**src/rtl/my_quad_pkg.sv**
```systemverilog
// my_quad_pkg: state encodings, direction constants and the quadrature transition lookup.
// Rev 1.0
`default_nettype none

package my_quad_pkg;

  typedef enum logic [1:0] {
    S00 = 2'b00,
    S01 = 2'b01,
    S10 = 2'b10,
    S11 = 2'b11
  } quad_state_t;

  localparam logic DIR_UP = 1'b1;
  localparam logic DIR_DN = 1'b0;

  typedef enum logic [1:0] {
    EV_NONE = 2'd0,
    EV_UP   = 2'd1,
    EV_DN   = 2'd2,
    EV_ERR  = 2'd3
  } quad_event_t;

  typedef struct packed {
    quad_state_t next;
    quad_event_t evt;
  } quad_step_t;

  // The next state is always the new pair; the event says how it was reached.
  function automatic quad_step_t quad_lookup(input quad_state_t cur, input logic [1:0] pair);
    quad_step_t  res;
    quad_state_t up_nxt;
    quad_state_t dn_nxt;
    up_nxt = S10;
    dn_nxt = S01;
    case (cur)
      S00: begin up_nxt = S10; dn_nxt = S01; end
      S10: begin up_nxt = S11; dn_nxt = S00; end
      S11: begin up_nxt = S01; dn_nxt = S10; end
      S01: begin up_nxt = S00; dn_nxt = S11; end
      default: begin up_nxt = S10; dn_nxt = S01; end
    endcase
    res.next = quad_state_t'(pair);
    if (pair == cur)         res.evt = EV_NONE;
    else if (pair == up_nxt) res.evt = EV_UP;
    else if (pair == dn_nxt) res.evt = EV_DN;
    else                     res.evt = EV_ERR;
    return res;
  endfunction

endpackage

`default_nettype wire

```
**src/rtl/my_sync_filter.sv**
```systemverilog
// my_sync_filter: two-flop synchronizer plus optional stability filter (QUAD_FILTER_EN).
// Rev 1.0
`default_nettype none

module my_sync_filter #(
  parameter int FILT = 4
) (
  input  logic sysclk,
  input  logic reset_n,
  input  logic din,
  output logic dout,
  output logic settled
);

  logic [1:0] sync_q;
  logic [1:0] prime_q;
  logic       sync_out;

  // prime_q marks when sync_q[1] holds a real sample rather than its reset value.
  always_ff @(posedge sysclk or negedge reset_n) begin
    if (!reset_n) begin
      sync_q  <= 2'b00;
      prime_q <= 2'b00;
    end else begin
      sync_q  <= {sync_q[0], din};
      prime_q <= {prime_q[0], 1'b1};
    end
  end

  assign sync_out = sync_q[1];

`ifdef QUAD_FILTER_EN
  localparam int CW = (FILT < 1) ? 1 : $clog2(FILT + 1);
  localparam logic [CW-1:0] LAST = CW'(FILT - 1);

  logic [CW-1:0] cnt_q;
  logic          filt_q;

  always_ff @(posedge sysclk or negedge reset_n) begin
    if (!reset_n) begin
      cnt_q  <= '0;
      filt_q <= 1'b0;
    end else if (sync_out == filt_q) begin
      cnt_q <= '0;
    end else if (cnt_q == LAST) begin
      filt_q <= sync_out;
      cnt_q  <= '0;
    end else begin
      cnt_q <= cnt_q + 1'b1;
    end
  end

  assign dout    = filt_q;
  assign settled = prime_q[1] & (sync_out == filt_q);
`else
  assign dout    = sync_out;
  assign settled = prime_q[1];
`endif

  if (FILT < 1) begin : g_filt_check
    $error("my_sync_filter: FILT must be at least 1");
  end

endmodule

`default_nettype wire

```
**src/rtl/my_quad_decoder.sv**
```systemverilog
// my_quad_decoder: quadrature front end with x4 decode, error flag and N-bit position.
// Rev 1.0. Define QUAD_FILTER_EN to build the per-phase stability filter.
`default_nettype none

module my_quad_decoder
  import my_quad_pkg::*;
#(
  parameter int N    = 8,
  parameter int FILT = 4
) (
  input  logic         sysclk,
  input  logic         reset_n,
  input  logic         a_in,
  input  logic         b_in,
  input  logic         clr,
  output logic         step,
  output logic         dir,
  output logic         err,
  output logic [N-1:0] pos
);

  logic a_f, b_f, a_ok, b_ok;

  my_sync_filter #(.FILT(FILT)) u_filt_a (
    .sysclk (sysclk),
    .reset_n(reset_n),
    .din    (a_in),
    .dout   (a_f),
    .settled(a_ok)
  );

  my_sync_filter #(.FILT(FILT)) u_filt_b (
    .sysclk (sysclk),
    .reset_n(reset_n),
    .din    (b_in),
    .dout   (b_f),
    .settled(b_ok)
  );

  quad_state_t state_q, state_d;
  quad_step_t  lut;
  logic        init_q, init_d;
  logic        step_d, err_d, dir_d;

  always_ff @(posedge sysclk or negedge reset_n) begin
    if (!reset_n) begin
      state_q <= S00;
      init_q  <= 1'b1;
      step    <= 1'b0;
      err     <= 1'b0;
      dir     <= 1'b0;
    end else begin
      state_q <= state_d;
      init_q  <= init_d;
      step    <= step_d;
      err     <= err_d;
      dir     <= dir_d;
    end
  end

  // While init is set the first settled pair is adopted silently, so a resting
  // encoder at a non-00 position does not produce a step out of reset.
  always_comb begin
    state_d = state_q;
    init_d  = init_q;
    step_d  = 1'b0;
    err_d   = 1'b0;
    dir_d   = dir;
    lut     = quad_lookup(state_q, {a_f, b_f});
    if (init_q) begin
      if (a_ok && b_ok) begin
        state_d = quad_state_t'({a_f, b_f});
        init_d  = 1'b0;
      end
    end else begin
      state_d = lut.next;
      case (lut.evt)
        EV_UP:   begin step_d = 1'b1; dir_d = DIR_UP; end
        EV_DN:   begin step_d = 1'b1; dir_d = DIR_DN; end
        EV_ERR:  err_d = 1'b1;
        default: ;
      endcase
    end
  end

  always_ff @(posedge sysclk or negedge reset_n) begin
    if (!reset_n) begin
      pos <= '0;
    end else if (clr) begin
      pos <= '0;
    end else if (step) begin
      pos <= (dir == DIR_UP) ? pos + 1'b1 : pos - 1'b1;
    end
  end

endmodule

`default_nettype wire

```
**config.mk**
```make
export PLATFORM = sky130hd
export DESIGN_NAME = my_quad_decoder
export DESIGN_NICKNAME = d
export VERILOG_FILES = /design/src/rtl/my_quad_pkg.sv /design/src/rtl/my_sync_filter.sv /design/src/rtl/my_quad_decoder.sv
export SDC_FILE = /design/constraint.sdc
export NUM_CORES = 1
export LEC_CHECK = 0
export ABC_CLOCK_PERIOD_IN_PS = 2610
export BUFFER_PORTS_ARGS = -buffer_cell sky130_fd_sc_hd__clkbuf_2
export CORE_AREA = 4 4 60 62
export DETAILED_ROUTE_END_ITERATION = 6
export DIE_AREA = 0 0 64 66
export PLACE_DENSITY = 0.54
export SYNTH_ARGS = -nofsm -noshare
export SYNTH_HDL_FRONTEND = slang
export SYNTH_SLANG_ARGS = --single-unit
```
**constraint.sdc**
```tcl
create_clock -name sysclk -period 2.61 [get_ports sysclk]
set_clock_uncertainty 0.15 [all_clocks]
set_input_delay 0.522 -clock sysclk [delete_from_list [all_inputs] [get_ports sysclk]]
set_output_delay 0.522 -clock sysclk [all_outputs]
set_load 0.1 [all_outputs]
```
==> flow_metrics.env <==
export IMPL_drv_slew=0
export IMPL_final_nets=137
export IMPL_viasPerCell=4.946
export IMPL_end_kind="flop"
export IMPL_grt_max_degree=21
export IMPL_fin_crit_sh=0.8511
export IMPL_die_y_um=66
export IMPL_synth_top_cell_by_area="dfrtp_1"
export IMPL_fp_dieW_um=64
export IMPL_die_area_um2=4224
export IMPL_post_route_util=0.4128
export IMPL_cts_sinks=20
export IMPL_crit_path_start_kind="flop"
export IMPL_clk_pin_slew_worst_paths_ns=0.12
export IMPL_cts_hold_buf=0
export IMPL_cts_max_level=1
export IMPL_yosysSeqAreaShare=0.4668
export IMPL_min_delay_path_class="in2async"
export IMPL_post_cts_setup_buffers=0
export IMPL_syn_nets=119
export IMPL_portBuffers=15
export IMPL_drc=0
export IMPL_maxCapViolCount=0
export IMPL_syn_inst=105
export IMPL_cp_max_fo=7
export IMPL_firstDrtPassIters=4
export IMPL_worstSkewPairLatency_ns=0.30
export IMPL_diodes=0
export IMPL_hold_viol_final=0
export IMPL_cts_root_buf="clkbuf_4"
export IMPL_core_area_um2=3028
export IMPL_initial_core_util=0.3550
export IMPL_clockBufferDepth=2
export IMPL_num_vias=821
export IMPL_synthTopCellsByArea="dfrtp_1 (44%), ha_1 (9.3%), a21oi_1 (3.3%)"
export IMPL_grt_pass1_vias=817
export IMPL_fmax_mhz=450.2
export IMPL_leakagePower_nw=0.5936
export IMPL_post_synth_instance_area_um2=1075
export IMPL_wl_per_cell_um=12.90
export IMPL_period_needed_ns=2.221
export IMPL_peakVddDrop_uv=350.6
export IMPL_numCtsBuffers=3
export IMPL_arrival_ns=2.32
export IMPL_ys_ff_latch=20
export IMPL_grt_usage=0.1172
export IMPL_grt_pass1_wl_mm=3.815
export IMPL_yosys_warnings=0
export IMPL_dpl_hpwl_mm=1.587
export IMPL_grt_overflow_total=0
export IMPL_io_pins=16
export IMPL_crit_required_ns=2.71
export IMPL_power_density_nw_per_um2=1101
export IMPL_outcome="complete, no violations"
export IMPL_rsz0062_at_grt="false"
export IMPL_final_antenna_net_count=0
export IMPL_setup_tns_ns=0
export IMPL_antenna_found_initial=0
export IMPL_slew_headroom=0.6388
export IMPL_drive_above_1_share=0.2131
export IMPL_drt_initial_drc_count=30
export IMPL_synth_cell_types=35
export IMPL_synth_edf_count=0
export IMPL_async_reset_ff_frac=1.000
export IMPL_yosysTopAreaCellShare=0.4424
export IMPL_worst_pin_slew_ns=0.5441
export IMPL_synth_area_per_cell_um2=10.24
export IMPL_fp_row_count=20
export IMPL_ctsResizeCount=0
export IMPL_fillers=307
export IMPL_routed_wl_mm=2.141
export IMPL_path_class="reg2reg"
export IMPL_setup_viol=0
export IMPL_place_gp_congestion=0.7508
export IMPL_area_growth_pct=16.30
export IMPL_yosys_most_used_dff="dfrtp_1"
export IMPL_cts_tree="done"
==> where the power goes <==
part | leakage, nW | total (mW) | internal [mW] | switching [mW]
sequential | 0.245 | 0.421 | 0.360 | 0.0608
clock | 0.0279 | 0.257 | 0.155 | 0.102
combinational | 0.321 | 0.698 | 0.176 | 0.522
total | 0.594 | 1.38 | 0.691 | 0.685
==> per-layer routing <==
metal,up-vias,share of wire,global-route usage
li1,409,-,-
met1,386,0.48,0.1486
met2,22,0.45,0.1845
met3,4,0.063,0.03571
met4,0,0.014,0.04852
met5,-,0,0
==> sequential cells by signal (all words and copies together) (netlist names) <==
| name | count |
|---|---|
| u_filt_a.sync_q | 2 |
| pos | 8 |
| dir | 1 |
| u_filt_a.prime_q | 1 |
| init_q | 1 |
| u_filt_b.sync_q | 2 |
| step | 1 |
| err | 1 |
| u_filt_b.prime_q | 1 |
| state_q | 2 |
==> cell usage after synthesis, types with 2 or more instances <==
library cell  number
dfrtp_1           19
ha_1               8
nor2_1             8
a21oi_1            7
nand3_1            7
nand2_1            6
inv_1              5
nor2b_1            5
a21o_1             4
nor3_1             4
o21ai_0            4
a211oi_1           2
mux2_2             2
mux2i_1            2
o21bai_1           2
==> placed cells by master (no fill, tap or decap), types with 4 or more instances in the layout <==
master	instances
a21o_1	4
nor3_1	4
nor2_1	8
inv_1	5
clkbuf_2	15
nand3_1	7
nand2_1	6
nor2b_1	5
o21ai_0	4
a21oi_1	7
ha_1	8
dfrtp_1	18
==> area by class of cell <==
cell class	instances	area (um2)	area share
Clock buffer	3	22.52	0.01802
Inverter	5	18.77	0.01502
Sequential cell	20	503.0	0.4024
Clock inverter	1	30.03	0.02402
Tap cell	44	55.05	0.04404
Timing Repair Buffer	15	75.07	0.06006
Multi-Input combinational cell	78	545.5	0.4364
==> worst paths after layout <==
path	from	end	cells after the start	slack, ns
max	dir	pos[7]	7	0.39
min	reset_n	pos[1]	1	0.005
max reg2reg	dir	pos[7]	7	0.39
min reg2reg	u_filt_b.prime_q[0]	u_filt_a.prime_q[1]	0	0.21
max in group asynchronous	reset_n	dir	1	1.94
min in group sysclk	a_in	u_filt_a.sync_q[0]	1	0.17
==> critical path: stages, from the launching register on <==
cell and delay, ns:
dfrtp_2 0.48, inv_1 0.23, ha_1 0.30, a211oi_2 0.29, nor3_1 0.12, mux2_4 0.31
a21o_1 0.17, a21oi_2 0.12
==> kinds of logic after synthesis <==
group,count (synthesis),synth area share
compound gates,26,0.1630
xor+xnor,1,0.008150
fa+ha+maj,9,0.1118
buf+inv,7,0.02561
flops,20,0.4668
mux,5,0.05355
other cells,1,0.003489
simple gates,36,0.1677
==> through the flow <==
| step | cells | area (um2) | power, mW | setup WS [ns] | hold WS (ns) |
|---|---|---|---|---|---|
| finish | 166 | 1250 | 1.376 | 0.3886 | 0.005159 |
| global route | 166 | 1250 | 1.463 | 0.2489 | 0.03561 |
| CTS | 166 | 1250 | 1.389 | 0.3809 | 0.01831 |
| detailed placement | 162 | 1197 | 1.125 | 0.4074 | 0.1855 |
| global placement | 162 | 1197 | 1.116 | 0.4650 | 0.1828 |
| floorplan | 105 | 1076 | 1.004 | 0.1132 | 0.07641 |
No activity file was read; power rests on OpenSTA's default activity.
